File: config.mk
export PLATFORM = sky130hd
export DESIGN_NAME = timer_sequencer_host
export DESIGN_NICKNAME = d
export VERILOG_FILES = /design/src/rtl/timer_sequencer_host.sv
export SDC_FILE = /design/constraint.sdc
export NUM_CORES = 1
export LEC_CHECK = 0
export BUFFER_PORTS_ARGS = -buffer_cell sky130_fd_sc_hd__buf_2
export CORE_ASPECT_RATIO = 2
export CORE_MARGIN = 3
export CORE_UTILIZATION = 45
export DETAILED_ROUTE_END_ITERATION = 12
export GPL_ROUTABILITY_DRIVEN = 1
export HOLD_SLACK_MARGIN = 0.02
export PLACE_DENSITY = 0.82
export SETUP_SLACK_MARGIN = 0.02
export SLEW_MARGIN = 20
export SYNTH_ARGS = -nofsm -noshare
export SYNTH_HDL_FRONTEND = slang
export SYNTH_SLANG_ARGS = --single-unit
File: constraint.sdc
create_clock -name clk -period 2.8 [get_ports clk]
set_clock_uncertainty 0.05 [all_clocks]
set_input_delay 0 -clock clk [delete_from_list [all_inputs] [get_ports clk]]
set_output_delay 0 -clock clk [all_outputs]
set_load 0.1 [all_outputs]
File: src/rtl/timer_sequencer_host.sv
`default_nettype none
// ============================================================================
// timer_sequencer_host: programs a prescaled timer, counts compare matches and
// reports one status per command. Optional abort: TIMER_SEQ_ABORT_EN. Rev 1.0
// ============================================================================
module timer_sequencer_host #(
  parameter int TIMER_WIDTH   = 16,
  parameter int COUNT_WIDTH   = 8,
  parameter int TIMEOUT_WIDTH = 24,
  parameter logic [TIMEOUT_WIDTH-1:0] TIMEOUT_CYCLES = 24'd1000000
) (
  input  logic                   clk,
  input  logic                   rst,
  input  logic                   cmd_valid,
  output logic                   cmd_ready,
  input  logic [TIMER_WIDTH-1:0] cmd_load,
  input  logic [TIMER_WIDTH-1:0] cmd_compare,
  input  logic [COUNT_WIDTH-1:0] cmd_repeat,
  input  logic                   abort,
  output logic [TIMER_WIDTH-1:0] timer_load,
  output logic [TIMER_WIDTH-1:0] compare_value,
  output logic                   timer_enable,
  output logic                   timer_reset,
  input  logic                   timer_overflow,
  input  logic                   timer_match,
  input  logic                   timer_active,
  output logic                   busy,
  output logic                   done,
  output logic [2:0]             status,
  output logic [COUNT_WIDTH-1:0] match_count
);

  localparam logic [2:0] STAT_NONE     = 3'b000;
  localparam logic [2:0] STAT_COMPLETE = 3'b001;
  localparam logic [2:0] STAT_OVERFLOW = 3'b010;
  localparam logic [2:0] STAT_TIMEOUT  = 3'b011;
  localparam logic [2:0] STAT_ABORT    = 3'b100;
  localparam logic [2:0] STAT_LOST     = 3'b101;

  localparam logic [TIMEOUT_WIDTH-1:0] WDOG_LAST = TIMEOUT_CYCLES - TIMEOUT_WIDTH'(1);

  typedef enum logic [2:0] {
    S_IDLE  = 3'd0,
    S_ARM   = 3'd1,
    S_START = 3'd2,
    S_WAIT  = 3'd3,
    S_STOP  = 3'd4
  } state_t;

  state_t                   state, state_nxt;
  logic [TIMER_WIDTH-1:0]   load_q, compare_q;
  logic [COUNT_WIDTH-1:0]   target_q, count_q;
  logic [2:0]               status_q, status_nxt;
  logic [TIMEOUT_WIDTH-1:0] wdog_q;
  logic                     seen_active_q, inactive_q, match_prev_q;
  logic                     accept, match_edge, repeat_hit, lost, abort_req;

`ifdef TIMER_SEQ_ABORT_EN
  assign abort_req = abort;
`else
  logic unused_abort;
  assign unused_abort = abort;
  assign abort_req    = 1'b0;
`endif

  assign accept     = (state == S_IDLE) && cmd_valid;
  assign match_edge = timer_match && !match_prev_q;
  assign repeat_hit = match_edge &&
                      (({1'b0, count_q} + (COUNT_WIDTH+1)'(1)) == {1'b0, target_q});
  // inactive_q marks that the previous WAIT cycle was already idle after activity
  assign lost       = seen_active_q && inactive_q && !timer_active;

  always_comb begin
    state_nxt  = state;
    status_nxt = status_q;
    case (state)
      S_IDLE: begin
        if (accept) begin
          state_nxt  = S_ARM;
          status_nxt = STAT_NONE;
        end
      end
      S_ARM: begin
        if (abort_req) begin
          state_nxt  = S_STOP;
          status_nxt = STAT_ABORT;
        end else begin
          state_nxt = S_START;
        end
      end
      S_START: begin
        if (abort_req) begin
          state_nxt  = S_STOP;
          status_nxt = STAT_ABORT;
        end else begin
          state_nxt = S_WAIT;
        end
      end
      S_WAIT: begin
        if (timer_overflow) begin
          state_nxt  = S_STOP;
          status_nxt = STAT_OVERFLOW;
        end else if (repeat_hit) begin
          state_nxt  = S_STOP;
          status_nxt = STAT_COMPLETE;
        end else if (abort_req) begin
          state_nxt  = S_STOP;
          status_nxt = STAT_ABORT;
        end else if (lost) begin
          state_nxt  = S_STOP;
          status_nxt = STAT_LOST;
        end else if (wdog_q == WDOG_LAST) begin
          state_nxt  = S_STOP;
          status_nxt = STAT_TIMEOUT;
        end
      end
      S_STOP:  state_nxt = S_IDLE;
      default: state_nxt = S_IDLE;
    endcase
  end

  always_ff @(posedge clk) begin
    if (!rst) begin
      state         <= S_IDLE;
      status_q      <= STAT_NONE;
      load_q        <= '0;
      compare_q     <= '0;
      target_q      <= '0;
      count_q       <= '0;
      wdog_q        <= '0;
      seen_active_q <= 1'b0;
      inactive_q    <= 1'b0;
      match_prev_q  <= 1'b0;
    end else begin
      state        <= state_nxt;
      status_q     <= status_nxt;
      match_prev_q <= timer_match;
      if (accept) begin
        load_q        <= cmd_load;
        compare_q     <= cmd_compare;
        target_q      <= (cmd_repeat == '0) ? COUNT_WIDTH'(1) : cmd_repeat;
        count_q       <= '0;
        wdog_q        <= '0;
        seen_active_q <= 1'b0;
        inactive_q    <= 1'b0;
      end
      if (state == S_WAIT) begin
        wdog_q     <= wdog_q + TIMEOUT_WIDTH'(1);
        inactive_q <= seen_active_q && !timer_active;
        if (timer_active) seen_active_q <= 1'b1;
        if (match_edge && (count_q != '1)) count_q <= count_q + COUNT_WIDTH'(1);
      end
    end
  end

  assign cmd_ready     = (state == S_IDLE);
  assign busy          = (state != S_IDLE);
  assign timer_reset   = (state == S_ARM);
  assign timer_enable  = (state == S_START) || (state == S_WAIT);
  assign done          = (state == S_STOP);
  assign timer_load    = load_q;
  assign compare_value = compare_q;
  assign status        = status_q;
  assign match_count   = count_q;

endmodule
`default_nettype wire

# After elaboration in Yosys (flattened, before gate mapping)
# Index checks and enable logic that the tools add are counted.
[word_totals] reg_bits=81 inputBits=47 word_cells=62
[op_classes] add_sub_neg=3 eq_ne=9 muxes=23 reduce_logical=17
[ops] operator="two-way mux 24 bit" count=2
[ops] operator="two-way mux 8 bit" count=4
[ops] operator="two-way mux 3 bit" count=10
[ops] operator="adder 24 x 1 -> 24 bit (second input constant)" count=1
[ops] operator="equality test 24 x 20 -> 1 bit (second input constant)" count=1
[ops] operator="case mux 3 bit (4 select lines)" count=1
[ops] operator="adder 8 x 1 -> 9 bit (second input constant)" count=1
[ops] operator="equality test 9 x 8 -> 1 bit" count=1
[ops] operator="adder 8 x 1 -> 8 bit (second input constant)" count=1
[ops] operator="zero test 8 bit" count=1
[ops] operator="inequality test 8 bit (second input constant)" count=1
[ops] operator="logical AND 1 bit" count=7
[ops] operator="equality test 3 x 2 -> 1 bit (second input constant)" count=2
[ops] operator="case mux 3 bit (2 select lines)" count=1
[ops] operator="two-way mux 1 bit" count=5
[ops] operator="inequality test 5 bit (second input constant)" count=1
[ops] operator="nonzero test 2 bit" count=2
[ops] operator="equality test 3 x 1 -> 1 bit (second input constant)" count=1
[ops] operator="equality test 3 bit (second input constant)" count=1
[ops] operator="zero test 3 bit" count=1
[ops] operator="AND reduction 3 bit" count=1
[ops] operator="nonzero test 3 bit" count=1
[ops] operator="zero test 1 bit" count=2
[ops] operator="inequality test 2 x 1 -> 1 bit (second input constant)" count=1
[ops] operator="2 further kinds" count=2

# Longest topological paths before layout
[logic_depth] word_depth=6 depth_mapped=9 depth_no_buf=7

# Worst setup path after synthesis
# OpenSTA, ideal clock, no wires.
[synth_path] path_kind="register to register" startpoint="register state[1]" endpoint="register load_q[3] (netlist: timer_load[3])" setup_time_ps=71 t_arrival_ps=2963 path_slack_ps=-284 path_stages_with_launch=8 path_buffers=2 path_cell_list="dfxtp_1 > or3_1 > inv_1 > nand2_1 > clkbuf_1 > clkbuf_1 > nand2_1 > a21oi_1"
[synth_via] elab_chain_cells=2
[synth_lines] item="start: declaration" line="50" rtl="state_t state, state_nxt;"
[synth_lines] item="start signal: assignment" line="135" rtl="state <= state_nxt;"
[synth_lines] item="zero test 3 bit"
[synth_lines] item="net cmd_ready" line="15" rtl="output logic cmd_ready,"
[synth_lines] item="logical AND 1 bit" line="66" rtl="assign accept = (state == S_IDLE) && cmd_valid;"
[synth_lines] item="end signal: assignment" line="139" rtl="load_q <= cmd_load;"
[synth_lines] item="end: declaration" line="51" rtl="logic [TIMER_WIDTH-1:0] load_q, compare_q;"
# The timed path passes the listed nets, and every way through them passes these cells.
# A chain may end at the register's enable or synchronous reset.

# Worst setup path after layout
[layout_path] startpoint="register state[0]" endpoint="register target_q[0]"
[layout_via] elab_chain_cells=2
[layout_lines] item="zero test 3 bit" line="66"
[layout_lines] item="logical AND 1 bit" line="66"
[layout_lines] item="end signal: assignment" line="141" rtl="target_q <= (cmd_repeat == '0) ? COUNT_WIDTH'(1) : cmd_repeat;"
[layout_lines] item="end: declaration" line="52" rtl="logic [COUNT_WIDTH-1:0] target_q, count_q;"
# Every way passes these cells.

==> run_results.csv <==
group,metric,value,unit
run_status,status,"complete, no violations",
critical_path,cp_data_arrival_time,2.74,ns
synth,synth_area_leaders,"dfxtp_1, nand2_1, a21oi_1",
critical_path,crit_required,3.03,ns
clock_tree,cts_sinks,81,
route,vias_per_cell,5.76,
sta,slew_violations,0,
placed_design,gp_congestion,0.948,
route,wl,11.1,mm
sta,fmax,0.398,GHz
floorplan,initial_core_util,0.469,
synth,synth_cells,460,
critical_path,critPathKind,"reg -> reg",
clock_tree,clockRootBuffer,"clkbuf_16",
route,wire_per_inst,16.0,um
placed_design,hpwl,6.91,mm
route,drc,0,
placed_design,place_ws,0.404,ns
clock_tree,clk_pin_slew,0.06,ns
sta,hold_violations,0,
sta,post-route-period-util,0.897,
floorplan,io_pins,95,
sta,postLayoutSetupSlackWorst,0.289,ns
route,drt_pass1_iterations,6,
synth,synthFlopType,"dfxtp_1",
critical_path,endpoint_kind,"flip-flop",
critical_path,crit_fanout,42,
placed_design,numPortBuffers,93,
route,drtIter0Drc,290,
synth,syn_nets,509,
layout,fin_nets,639,
global_routing,grt.total_usage,0.235,
layout,drive_above_1_share,0.222,
global_routing,grt_max_degree,58,
clock_tree,cts_setup_buffers,0,
floorplan,rows,45,
synth,synth-async-reset-ratio,0,
floorplan,fp.dieArea,9150,um2
global_routing,antenna_found_initial,1,
synth,yosysTopAreaCell,"dfxtp_1",
layout,fill_cells,619,
synth,syn_avg_cell_area,7.81,um2
min_path,worstHoldPathType,"reg -> reg",
critical_path,crit_start,"state[0]",
sta,setup_violations,0,
clock_tree,cts_resized,0,
power,p_leak,1.94,nW
clock_tree,clk_path_buf_depth,2,
sta,rsz0062_at_grt,"no",
critical_path,worst_setup_path_start_kind,"flip-flop",
floorplan,fp.dieW,69.2,um
clock_tree,clock_latency,0.34,ns
route,vias,3973,
synth,yosys_warnings,0,
sta,worst_pin_slew,0.732,ns
synth,synth-seq-cells,81,
power,powerDensity,659,nW/um2
global_routing,grt.overflow.total,0,
floorplan,coreArea,7660,um2
run,maxCapViolations,0,
critical_path,r2r_start,"state[0]",
layout,synthToLayoutAreaGrowth,36.0,%
synth,synth_top_area_frac,0.452,
synth,ys_seq_area_frac,0.452,
synth,netlist_top_cells_count,"nand2_1, dfxtp_1, a21oi_1, nor2_1, clkbuf_1",
clock_tree,cts_htree_levels,3,
synth,synth_edf_count,0,
sta,tns,0,ns
clock_tree,tritoncts,"done",
synth,synth_area,3590,um2
sta,maxSlewHeadroom,0.508,
min_path,hold_start,"compare_value[8]",
clock_tree,cts_made_buffers,9,
route,ant_nets,0,
power,vdd_drop_max,0.385,mV
floorplan,die_h,132,um
global_routing,grt_pass1_vias,3821,
synth,ys_types,50,
global_routing,grt_pass1_wl,17.5,mm
sta,post-route-min-period,2.51,ns
synth,yosysMostFrequentCell,"nand2_1",
-- repair_timing --
item                                    in CTS  in global routing
endpoints found under the setup margin       0                  0
hold buffers                                47                  0
hold endpoints to repair                    52                  0
-- worst paths after layout --
kind	depth (start not counted)	slack, ns	endpoint
hold / removal	2	0.40	compare_value[8]
setup / recovery	7	0.29	target_q[0]
setup reg to reg	7	0.29	target_q[0]
hold reg to reg	2	0.40	compare_value[8]
-- per-layer routing --
layer | global-route usage | vias up | part of all wire | wire (um)
met5 | 0 | - | 0 | 0
met4 | 0.186 | 0 | 0.066 | 732
met3 | 0.0427 | 72 | 0.044 | 492
met2 | 0.429 | 165 | 0.55 | 6080
met1 | 0.223 | 1871 | 0.34 | 3760
li1 | - | 1865 | - | -
-- report_power, final --
part | switching (mW) | internal, mW
logic | 0.622 | 0.180
registers | 0.0398 | 1.21
clock network | 0.470 | 0.692
-- layout by cell type, fill, tap and decap left out, types with 2 or more instances in the layout --
master         instances
nand2_1              106
buf_2                 93
dfxtp_1               78
a21oi_1               66
dlygate4sd3_1         47
nor2_1                33
nand3_1               18
o21ai_0               15
or3_1                  9
clkbuf_16              9
nand4_1                7
nor4_1                 7
nor3_1                 7
and2_1                 6
a31oi_1                6
xnor2_1                6
and4_1                 5
buf_4                  5
clkinvlp_4             4
mux2_2                 4
o211ai_1               4
o21a_1                 3
xor2_1                 3
nor2b_1                3
and3_1                 3
inv_1                  3
dfxtp_2                3
nor3b_1                2
or2_1                  2
a311o_1                2
nor4b_1                2
o22ai_1                2
mux2_1                 2
or2_2                  2
ha_1                   2
-- critical path, cell delays in order (launching register included) --
cell and delay (ns):
dfxtp_1 0.34, or3_2 0.53, clkinvlp_4 0.11, and2_1 0.15, buf_4 0.39, o21ai_0 0.15, a21oi_1 0.14, dlygate4sd3_1 0.56
-- layout make-up --
cell class	instances	area (um2)	area share
clock inverters	6	66.3	0.0136
inverters	5	22.5	0.00461
multi-input cells	348	1850	0.378
clock buffers	10	229	0.0469
diodes	1	2.50	0.000512
well taps	94	118	0.0241
repair buffers	145	973	0.199
flip-flops and latches	81	1630	0.333
-- kinds of logic after synthesis --
logic type      count (synthesis)  share of synthesized area
simple gates                  222                      0.291
compound gates                109                      0.173
flops                          81                      0.452
buf+inv                        31                     0.0373
xor+xnor                        9                     0.0220
mux                             6                     0.0188
fa+ha+maj                       2                    0.00697
-- state kept, by name (all words and copies together) (netlist names), 3 cells and up --
name	flops
compare_value	16
match_count	8
state	3
status	3
target_q	8
timer_load	16
wdog_q	24
-- through the flow --
| stage | hold slack (ns) | cells | utilization | cell area, um2 | power, mW |
|---|---|---|---|---|---|
| finish | 0.403 | 690 | 0.638 | 4880 | 3.22 |
| global route | 0.422 | 690 | 0.638 | 4880 | 3.32 |
| CTS | 0.381 | 689 | 0.637 | 4880 | 3.22 |
| detailed placement | 0.181 | 626 | 0.537 | 4120 | 2.01 |
| global placement | 0.178 | 626 | 0.537 | 4120 | 1.99 |
| floorplan | 0.0717 | 460 | - | 3610 | 1.86 |
No activity file was read; power rests on OpenSTA's default activity.
